`src/rtl/dmem_pkg.sv`:
```
// Shared types for the pipelined data memory: FSM states and
// the response header carried alongside read data.
package dmem_pkg;

    typedef enum logic {
        INIT,
        RUN
    } state_t;

    typedef struct packed {
        logic valid;
        logic err;
    } rsp_hdr_t;

endpackage

```
`src/rtl/dmem_if.sv`:
```
// Request/response bus between a load/store unit and the data memory.
// Requests use valid/ready; responses have no backpressure.
interface dmem_if #(
    parameter int N = 32
);
    logic           req_valid;
    logic           req_ready;
    logic           req_we;
    logic [N-1:0]   req_addr;
    logic [N-1:0]   req_wdata;
    logic [N/8-1:0] req_be;
    logic           rsp_valid;
    logic [N-1:0]   rsp_rdata;
    logic           rsp_err;

    modport master (
        output req_valid, req_we, req_addr, req_wdata, req_be,
        input  req_ready, rsp_valid, rsp_rdata, rsp_err
    );

    modport slave (
        input  req_valid, req_we, req_addr, req_wdata, req_be,
        output req_ready, rsp_valid, rsp_rdata, rsp_err
    );
endinterface

```
`src/rtl/dmem_rsp_pipe.sv`:
```
// LAT-deep shift register delaying {valid, err, rdata} so every
// response appears a fixed number of cycles after acceptance.
module dmem_rsp_pipe
    import dmem_pkg::*;
#(
    parameter int N   = 32,
    parameter int LAT = 1
) (
    input  logic         clk,
    input  logic         reset,
    input  rsp_hdr_t     hdr_in,
    input  logic [N-1:0] data_in,
    output rsp_hdr_t     hdr_out,
    output logic [N-1:0] data_out
);

    rsp_hdr_t     hdr_q  [LAT];
    logic [N-1:0] data_q [LAT];

    always_ff @(posedge clk) begin
        if (reset) begin
            for (int i = 0; i < LAT; i++) begin
                hdr_q[i]  <= '0;
                data_q[i] <= '0;
            end
        end else begin
            hdr_q[0]  <= hdr_in;
            data_q[0] <= data_in;
            for (int i = 1; i < LAT; i++) begin
                hdr_q[i]  <= hdr_q[i-1];
                data_q[i] <= data_q[i-1];
            end
        end
    end

    assign hdr_out  = hdr_q[LAT-1];
    assign data_out = data_q[LAT-1];

endmodule

```
`src/rtl/dmem_pipe.sv`:
```
// Byte-addressed data memory with self-clearing INIT phase,
// per-lane writes, error detection and fixed-latency responses.
module dmem_pipe
    import dmem_pkg::*;
#(
    parameter int N   = 32,
    parameter int R   = 6,
    parameter int LAT = 1
) (
    input logic  clk,
    input logic  reset,
    dmem_if.slave bus
);

    localparam int NB = N / 8;
    localparam int A  = $clog2(NB);
    localparam int D  = 2 ** R;

    state_t       state;
    state_t       state_nx;
    logic [R-1:0] idx;
    logic [N-1:0] mem [D];

    logic [R-1:0] widx;
    logic         err;
    logic         acc;
    logic         wr_en;
    rsp_hdr_t     hdr;
    logic [N-1:0] rdata;
    rsp_hdr_t     hdr_o;

    assign widx  = bus.req_addr[A+R-1:A];
    assign err   = (|bus.req_addr[A-1:0]) | (|bus.req_addr[N-1:A+R]);
    assign bus.req_ready = (state == RUN) && !reset;
    assign acc   = bus.req_valid && bus.req_ready;
    assign wr_en = acc && bus.req_we && !err;

    always_ff @(posedge clk) begin
        if (reset) begin
            state <= INIT;
            idx   <= '0;
        end else begin
            state <= state_nx;
            if (state == INIT)
                idx <= idx + 1'b1;
        end
    end

    always_comb begin
        state_nx = state;
        unique case (state)
            INIT:    if (&idx) state_nx = RUN;
            RUN:     state_nx = RUN;
            default: state_nx = INIT;
        endcase
    end

    // Memory contents are not reset; INIT sweeps zeros through it.
    always_ff @(posedge clk) begin
        if (!reset) begin
            if (state == INIT) begin
                mem[idx] <= '0;
            end else if (wr_en) begin
                for (int b = 0; b < NB; b++)
                    if (bus.req_be[b])
                        mem[widx][8*b +: 8] <= bus.req_wdata[8*b +: 8];
            end
        end
    end

    always_comb begin
        hdr.valid = acc;
        hdr.err   = acc && err;
        rdata     = '0;
        if (acc && !bus.req_we && !err)
            rdata = mem[widx];
    end

    dmem_rsp_pipe #(
        .N   (N),
        .LAT (LAT)
    ) u_rsp (
        .clk      (clk),
        .reset    (reset),
        .hdr_in   (hdr),
        .data_in  (rdata),
        .hdr_out  (hdr_o),
        .data_out (bus.rsp_rdata)
    );

    assign bus.rsp_valid = hdr_o.valid;
    assign bus.rsp_err   = hdr_o.err;

endmodule

```
`src/flat_wrapper.sv`:
```
// flat-port wrapper written by rule: the top's interface ports become plain ports
module dmem_pipe_flat import dmem_pkg::*;
#(
    parameter int N   = 32,
    parameter int R   = 6,
    parameter int LAT = 1
)
  (clk, reset, bus_req_valid, bus_req_we, bus_req_addr, bus_req_wdata, bus_req_be, bus_req_ready, bus_rsp_valid, bus_rsp_rdata, bus_rsp_err);
  dmem_if #(.N(N)) bus_i ();
  input logic clk;
  input logic reset;
  input wire logic [$bits(bus_i.req_valid)-1:0] bus_req_valid;
  input wire logic [$bits(bus_i.req_we)-1:0] bus_req_we;
  input wire logic [$bits(bus_i.req_addr)-1:0] bus_req_addr;
  input wire logic [$bits(bus_i.req_wdata)-1:0] bus_req_wdata;
  input wire logic [$bits(bus_i.req_be)-1:0] bus_req_be;
  output wire logic [$bits(bus_i.req_ready)-1:0] bus_req_ready;
  output wire logic [$bits(bus_i.rsp_valid)-1:0] bus_rsp_valid;
  output wire logic [$bits(bus_i.rsp_rdata)-1:0] bus_rsp_rdata;
  output wire logic [$bits(bus_i.rsp_err)-1:0] bus_rsp_err;
  assign bus_i.req_valid = bus_req_valid;
  assign bus_i.req_we = bus_req_we;
  assign bus_i.req_addr = bus_req_addr;
  assign bus_i.req_wdata = bus_req_wdata;
  assign bus_i.req_be = bus_req_be;
  assign bus_req_ready = bus_i.req_ready;
  assign bus_rsp_valid = bus_i.rsp_valid;
  assign bus_rsp_rdata = bus_i.rsp_rdata;
  assign bus_rsp_err = bus_i.rsp_err;
  dmem_pipe #(.N(N), .R(R), .LAT(LAT)) u_core (.clk(clk), .reset(reset), .bus(bus_i));
endmodule
```
`config.mk`:
```
export PLATFORM = sky130hd
export DESIGN_NAME = dmem_pipe_flat
export DESIGN_NICKNAME = d
export VERILOG_FILES = /design/src/rtl/dmem_pkg.sv /design/src/rtl/dmem_if.sv /design/src/rtl/dmem_rsp_pipe.sv /design/src/rtl/dmem_pipe.sv /design/src/flat_wrapper.sv
export SDC_FILE = /design/constraint.sdc
export NUM_CORES = 2
export LEC_CHECK = 0
export ABC_AREA = 1
export CAP_MARGIN = 10
export CORE_MARGIN = 2
export CORE_UTILIZATION = 28
export DETAILED_ROUTE_END_ITERATION = 10
export SLEW_MARGIN = 20
export SYNTH_ARGS = -nofsm -noshare
export SYNTH_HDL_FRONTEND = slang
export SYNTH_SLANG_ARGS = --single-unit
```
`constraint.sdc`:
```
create_clock -name clk -period 5 [get_ports clk]
set_input_delay 0.5 -clock clk [delete_from_list [all_inputs] [get_ports clk]]
set_output_delay 0.5 -clock clk [all_outputs]
set_load 0.1 [all_outputs]
```
# --- After elaboration in Yosys (flattened, before gate mapping) ---
# Memories as Yosys holds them, arrays and structs flattened.
# Cells that the tools add are included.
classes:
  bitwise: 2
  n_mux: 36
  addsub: 1
  n_reduce_logical: 16
op_table:
  columns: ["cell", "n"]
  rows:
  - ["$mux 32", 3]
  - ["$reduce_or 32->1", 2]
  - ["$mux 1", 29]
  - ["$reduce_or 24->1", 1]
  - ["$logic_and 1x1->1", 7]
  - ["$add 6x1->6 const B", 1]
  - ["$mux 6", 1]
  - ["$reduce_and 6->1", 1]
  - ["$mux 4", 1]
  - ["$reduce_or 2->1", 2]
  - ["$logic_not 1->1", 3]
  - ["$mux 2", 1]
  - ["$pmux 1 s2", 1]
  - ["$not 1->1", 1]
  - ["$or 1x1->1", 1]
word_totals:
  wordCells: 60
  ff_bits: 7
  out_inout_bits: 35
  mem_count: 3
  in_bits: 72
  ram_bits: 2082
mem_list:
  columns: ["memory", "depth", "word_bits", "read_ports", "rd_ports_with_merged_regs", "write_ports", "line_no", "text"]
  rows:
  - ["u_core.mem", 64, 32, 1, 0, 1, "dmem_pipe.sv:22", "logic [N-1:0] mem [D];"]
  - ["u_core.u_rsp.data_q", 1, 32, 1, 0, 1, "dmem_rsp_pipe.sv:18", "logic [N-1:0] data_q [LAT];"]
  - ["u_core.u_rsp.hdr_q", 1, 2, 1, 0, 1, "dmem_rsp_pipe.sv:17", "rsp_hdr_t hdr_q [LAT];"]

# --- Depth between registers and ports, before layout ---
logic_depth:
  depth_word: 11
  mapped_depth: 13
  ltp_nobuf: 13

# --- Cells and area by module ---
# From an unflattened synthesis, not the netlist that was laid out.
hier_totals:
  hier_cells: 7089
  hier_area_um2: 84298.3
modules_own_cells:
  columns: ["module", "area_per_inst_um2", "instances", "cells_each", "seq_area_each_um2"]
  rows:
  - ["dmem_pipe", 83312.4, 1, 6983, 61639.1]
  - ["dmem_rsp_pipe", 985.9, 1, 106, 680.7]

# --- Worst setup path after synthesis ---
# No wires, ideal clock.
synth_path:
  path_type: "input port to flip-flop"
  startpoint: "in reset"
  endpoint: "mem u_core.mem[0][10], data pin"
  path_buffers: 1
  path_stages: 8
  arrival_time_ns: 3.673
  setup_time_ns: 0.500
  setup_slack_ns: 0.828
  required_time_ns: 4.500
  cell_sequence: "nor2_4 -> nand2_1 -> nor2_8 -> o211ai_2 -> nand2_2 -> inv_1 -> clkbuf_1 -> nor2_1"
synth_between:
  elab_chain_cells: 11
  elab_cells_between_ends: 23
  cone_classes: "17 x mux; 6 x reduce/logical"
synth_rtl:
  columns: ["element", "line_no", "text"]
  rows:
  - ["from (decl)", "flat_wrapper.sv:11", "input logic reset;"]
  - ["$logic_not 1->1", "dmem_pipe.sv:34", "assign bus.req_ready = (state == RUN) && !reset;"]
  - ["$logic_and 1x1->1", "dmem_pipe.sv:34", null]
  - ["$logic_and 1x1->1", "dmem_pipe.sv:35", "assign acc = bus.req_valid && bus.req_ready;"]
  - ["$logic_and 1x1->1 (2 in series)", "dmem_pipe.sv:36", "assign wr_en = acc && bus.req_we && !err;"]
  - ["$mux 1", "dmem_pipe.sv:63", "end else if (wr_en) begin"]
  - ["$mux 1", "dmem_pipe.sv:61", "if (state == INIT) begin"]
  - ["$mux 1", "dmem_pipe.sv:60", "if (!reset) begin"]
  - ["$mux 1 (implied by the code)", "dmem_pipe.sv:66", "mem[widx][8*b +: 8] <= bus.req_wdata[8*b +: 8];"]
  - ["$reduce_or 32->1 (no line) *", null, null]
  - ["$mux 32 (no line) *", null, null]
  - ["to (decl)", "dmem_pipe.sv:22", null]
# Mark *: on every way between the ends. The rest lies on a longest branch, timed or not.

# --- Worst setup path after layout ---
layout_path:
  startpoint: "reg u_core.state"
  endpoint: "mem u_core.mem[27][0] (enable)"
layout_between:
  elab_chain_cells: 10
  elab_cells_between_ends: 26
  cone_classes: "21 x mux; 5 x reduce/logical"
layout_rtl:
  columns: ["element", "line_no", "text"]
  rows:
  - ["from (decl)", "dmem_pipe.sv:19", "state_t state;"]
  - ["from (signal assigned)", "dmem_pipe.sv:43", "state <= state_nx;"]
  - ["$logic_and 1x1->1", "dmem_pipe.sv:34", null]
  - ["$logic_and 1x1->1", "dmem_pipe.sv:35", null]
  - ["$logic_and 1x1->1 (2 in series)", "dmem_pipe.sv:36", null]
  - ["$mux 1", "dmem_pipe.sv:63", null]
  - ["$mux 1", "dmem_pipe.sv:61", null]
  - ["$mux 1", "dmem_pipe.sv:60", null]
  - ["$mux 1 (implied by the code)", "dmem_pipe.sv:66", null]
  - ["$reduce_or 32->1 (no line)", null, null]
  - ["$mux 6 (no line) or $mux 4 (tied branches)", null, null]
# Parallel ways exist; a longest one is shown, timed or not.

==> impl_metrics.env <==
export IMPL_p_total_mw=36.22
export IMPL_hold_path_cell_count=2
export IMPL_yosysUniqueCellTypes=32
export IMPL_syn_area_um2=83040
export IMPL_async_flop_share=0
export IMPL_cts_sinks=2089
export IMPL_synthFlopType="edfxtp_1"
export IMPL_initial_utilization=0.2819
export IMPL_hpwl_um=159400
export IMPL_drt_first_pass_iters=6
export IMPL_clockBufferDepth=3
export IMPL_antenna_left=0
export IMPL_path_clk_slew_ns=0.07
export IMPL_rows=199
export IMPL_ys_seq_area_frac=0.7505
export IMPL_wl_met2_um=118700
export IMPL_crit_required_ns=5.50
export IMPL_syn_nets=6751
export IMPL_cellInternalPower_mw=28.13
export IMPL_rsz0062_at_grt="false"
export IMPL_powerDensity_nw_per_um2=372.8
export IMPL_cts_setup_buffers=0
export IMPL_place_area_um2=90380
export IMPL_clock_skew_ns=0.04220
export IMPL_rr_endpoint="u_core.mem[27][0]$_DFFE_PP_"
export IMPL_grt_use_total=0.1675
export IMPL_yosys_warnings=0
export IMPL_grt_overflow_total=0
export IMPL_power_leakage_nw=35.93
export IMPL_hold_class="input port to register"
export IMPL_timing_setup_tns_ns=0
export IMPL_crit_start="u_core.state$_SDFF_PP0_"
export IMPL_highest_layer="met5"
export IMPL_clockRootBuffer="clkbuf_16"
export IMPL_peakVddDrop_uv=306.4
export IMPL_synth_seq_cells=2089
export IMPL_reg2regPathDepth=12
export IMPL_synth_cells=6678
export IMPL_p_switching_mw=8.084
export IMPL_crit_fanout=8
export IMPL_core_area_um2=294600
export IMPL_synthToLayoutAreaGrowth_pct=17.00
export IMPL_cp_start_kind="register"
export IMPL_drive_above_1_share=0.09540
export IMPL_finalCriticalPeriod_ns=4.019
export IMPL_die_w_um=548.6
export IMPL_io_buffer_count=106
export IMPL_hold_viol_final=0
export IMPL_grt_pass1_vias=55070
export IMPL_synth_edf_count=2048
export IMPL_cp_arrival_ns=4.52
export IMPL_clk_insertion_delay_late_ns=0.88
export IMPL_grt_max_degree=244
export IMPL_cts_buffers=202
export IMPL_drtIter0Drc=7130
export IMPL_fin_crit_sh=0.8038
export IMPL_stdcell_area_um2=97150
export IMPL_status="complete, no violations"
export IMPL_routed_wl_um=260600
export IMPL_cp_end_kind="register"
export IMPL_grt_antenna_before_repair=30
export IMPL_wl_met1_um=103000
export IMPL_drc=0
export IMPL_timing_rr_start="u_core.state$_SDFF_PP0_"
export IMPL_swShare=0.2232
export IMPL_tritoncts="yes"
export IMPL_wl_per_cell_um=23.86
export IMPL_cap_viol_max_count=0
export IMPL_dieArea_um2=300900
export IMPL_relSlewSlack=0.2394
export IMPL_fp_dieH_um=548.6
export IMPL_met3WireLength_um=24180
export IMPL_reg2reg_slack_ns=0.98
export IMPL_tightest_slew_ns=1.137
export IMPL_htree_levels=4
export IMPL_vias_per_cell=5.158
export IMPL_final_setup_viol_count=0
export IMPL_path_class="register to register"
export IMPL_ctsResizeCount=0
export IMPL_cts_hold_buf=0
export IMPL_holdPathEnd="u_core.idx[4]$_SDFFE_PP0N_"
export IMPL_syn_area_per_cell_um2=12.43
export IMPL_seqPwrFrac=0.524
export IMPL_vias=56332
export IMPL_nets=6864
export IMPL_top_level_ports=107
export IMPL_hold_start="reset"
export IMPL_fmax_ghz=0.2488
export IMPL_slew_violations=0
export IMPL_p_clk_frac=0.423
export IMPL_p_comb_frac=0.053
export IMPL_grt_pass1_wl_um=373400
export IMPL_place_gp_congestion=0.9065
==> cell type report <==
class                           instances  area, um2
Multi-Input combinational cell       4059      18990
Tap cell                             3919       4903
Antenna cell                           42      105.1
Timing Repair Buffer                  385       3990
Fill cell                           28804     197400
Clock inverter                        139       1441
Clock buffer                          234       5175
Inverter                               54      231.5
Sequential cell                      2089      62320
==> critical path, stage by stage, from the launching register on <==
cell	delay, ns
dfxtp_1	0.41
inv_2	0.08
nor2_4	0.12
nand2_1	0.20
nor2_8	0.31
o211ai_2	0.21
nand2_2	0.22
nand2_1	0.08
nand2_1	0.12
nand2_1	0.14
nor2_4	0.25
nand2_1	0.69
nor2_1	0.80
==> Yosys cell counts, types with 2 or more instances <==
cell type | number | area (um2)
a21oi_1 | 7 | 35.03
a31oi_1 | 34 | 212.7
and3_1 | 2 | 12.51
buf_1 | 36 | 135.1
buf_2 | 33 | 165.2
clkbuf_1 | 406 | 1524
dfxtp_1 | 41 | 820.8
edfxtp_1 | 2048 | 61500
inv_1 | 48 | 180.2
inv_2 | 4 | 15.01
nand2_1 | 644 | 2417
nand2_2 | 15 | 93.84
nand3_1 | 371 | 1857
nor2_1 | 1389 | 5214
nor2_2 | 3 | 18.77
nor2_4 | 13 | 146.4
nor2_8 | 3 | 60.06
nor3_1 | 2 | 10.01
nor4_1 | 2 | 12.51
o211ai_2 | 2 | 25.02
o211ai_4 | 2 | 42.54
o21ai_0 | 1051 | 5260
o21ai_2 | 2 | 17.52
o22ai_1 | 512 | 3203
==> kinds of logic (layout without fill, tap and decap cells) <==
family	count (synthesis)	after routing	synth area share
other	0	42	0
and+or+nand+nor	2448	2448	0.1189
buffers and inverters	530	812	0.02453
AOI/OAI and AO/OA	1610	1610	0.1059
DFF	2089	2089	0.7505
adders and majority gates	1	1	0.0001507
==> metal layers <==
metal / track usage / vias to the layer above
met5: 0 / -
met4: 0.09524 / 16
met3: 0.03605 / 577
met2: 0.2614 / 3118
met1: 0.2157 / 27941
li1: - / 24680
==> power groups by stage <==
stage	clock, mW	combinational, mW	sequential, mW
2_1_floorplan	0	1.21	19.4
3_3_place_gp	0	1.87	19.4
3_5_place_dp	0	1.87	19.4
4_1_cts	15.5	1.88	19.0
5_1_grt	16.1	2.08	19.0
6_report	15.3	1.91	19.0
==> registers in the layout, indices dropped and copies added, names as in the netlist <==
register,flops
u_core.mem,2048
u_core.u_rsp.data_q,32
u_core.idx,6
u_core.state,1
u_core.u_rsp.hdr_q,2
==> worst max-delay path by stage <==
stage	cells after the start	endpoint	slack (ns)
2_1_floorplan	8	u_core.mem[0][10]$_DFFE_PP_	0.83
3_3_place_gp	14	u_core.mem[27][4]$_DFFE_PP_	0.50
3_5_place_dp	14	u_core.mem[27][2]$_DFFE_PP_	0.49
4_1_cts	12	u_core.mem[27][1]$_DFFE_PP_	1.19
5_1_grt	12	u_core.mem[39][11]$_DFFE_PP_	1.0
6_report	12	u_core.mem[27][0]$_DFFE_PP_	0.98
==> cells in the final DEF, fill, tap and decap left out, types with 15 or more instances in the layout <==
cell	n
o22ai_1	512
clkbuf_1	32
clkinv_1	48
diode_2	42
clkdlybuf4s50_1	100
nand2_1	644
edfxtp_1	2048
buf_4	214
nand2_2	15
clkbuf_16	202
nor2_4	45
nor2_1	1357
nand3_1	371
inv_1	46
bufinv_16	22
o21ai_0	1051
clkinv_2	39
a31oi_1	30
dfxtp_1	41
buf_12	63
==> metrics by stage <==
stage	instances	worst slack (ns)	utilization	hold slack, ns
3_3_place_gp	10504	0.4969	0.3068	0.5100
2_1_floorplan	6678	0.8276	-	0.4598
3_5_place_dp	10504	0.4932	0.3068	0.5065
4_1_cts	10877	1.192	0.3293	0.3353
5_1_grt	10910	0.9974	0.3297	0.3744
6_report	10921	0.9810	0.3298	0.3914
Power figures use the tool's default switching activity.
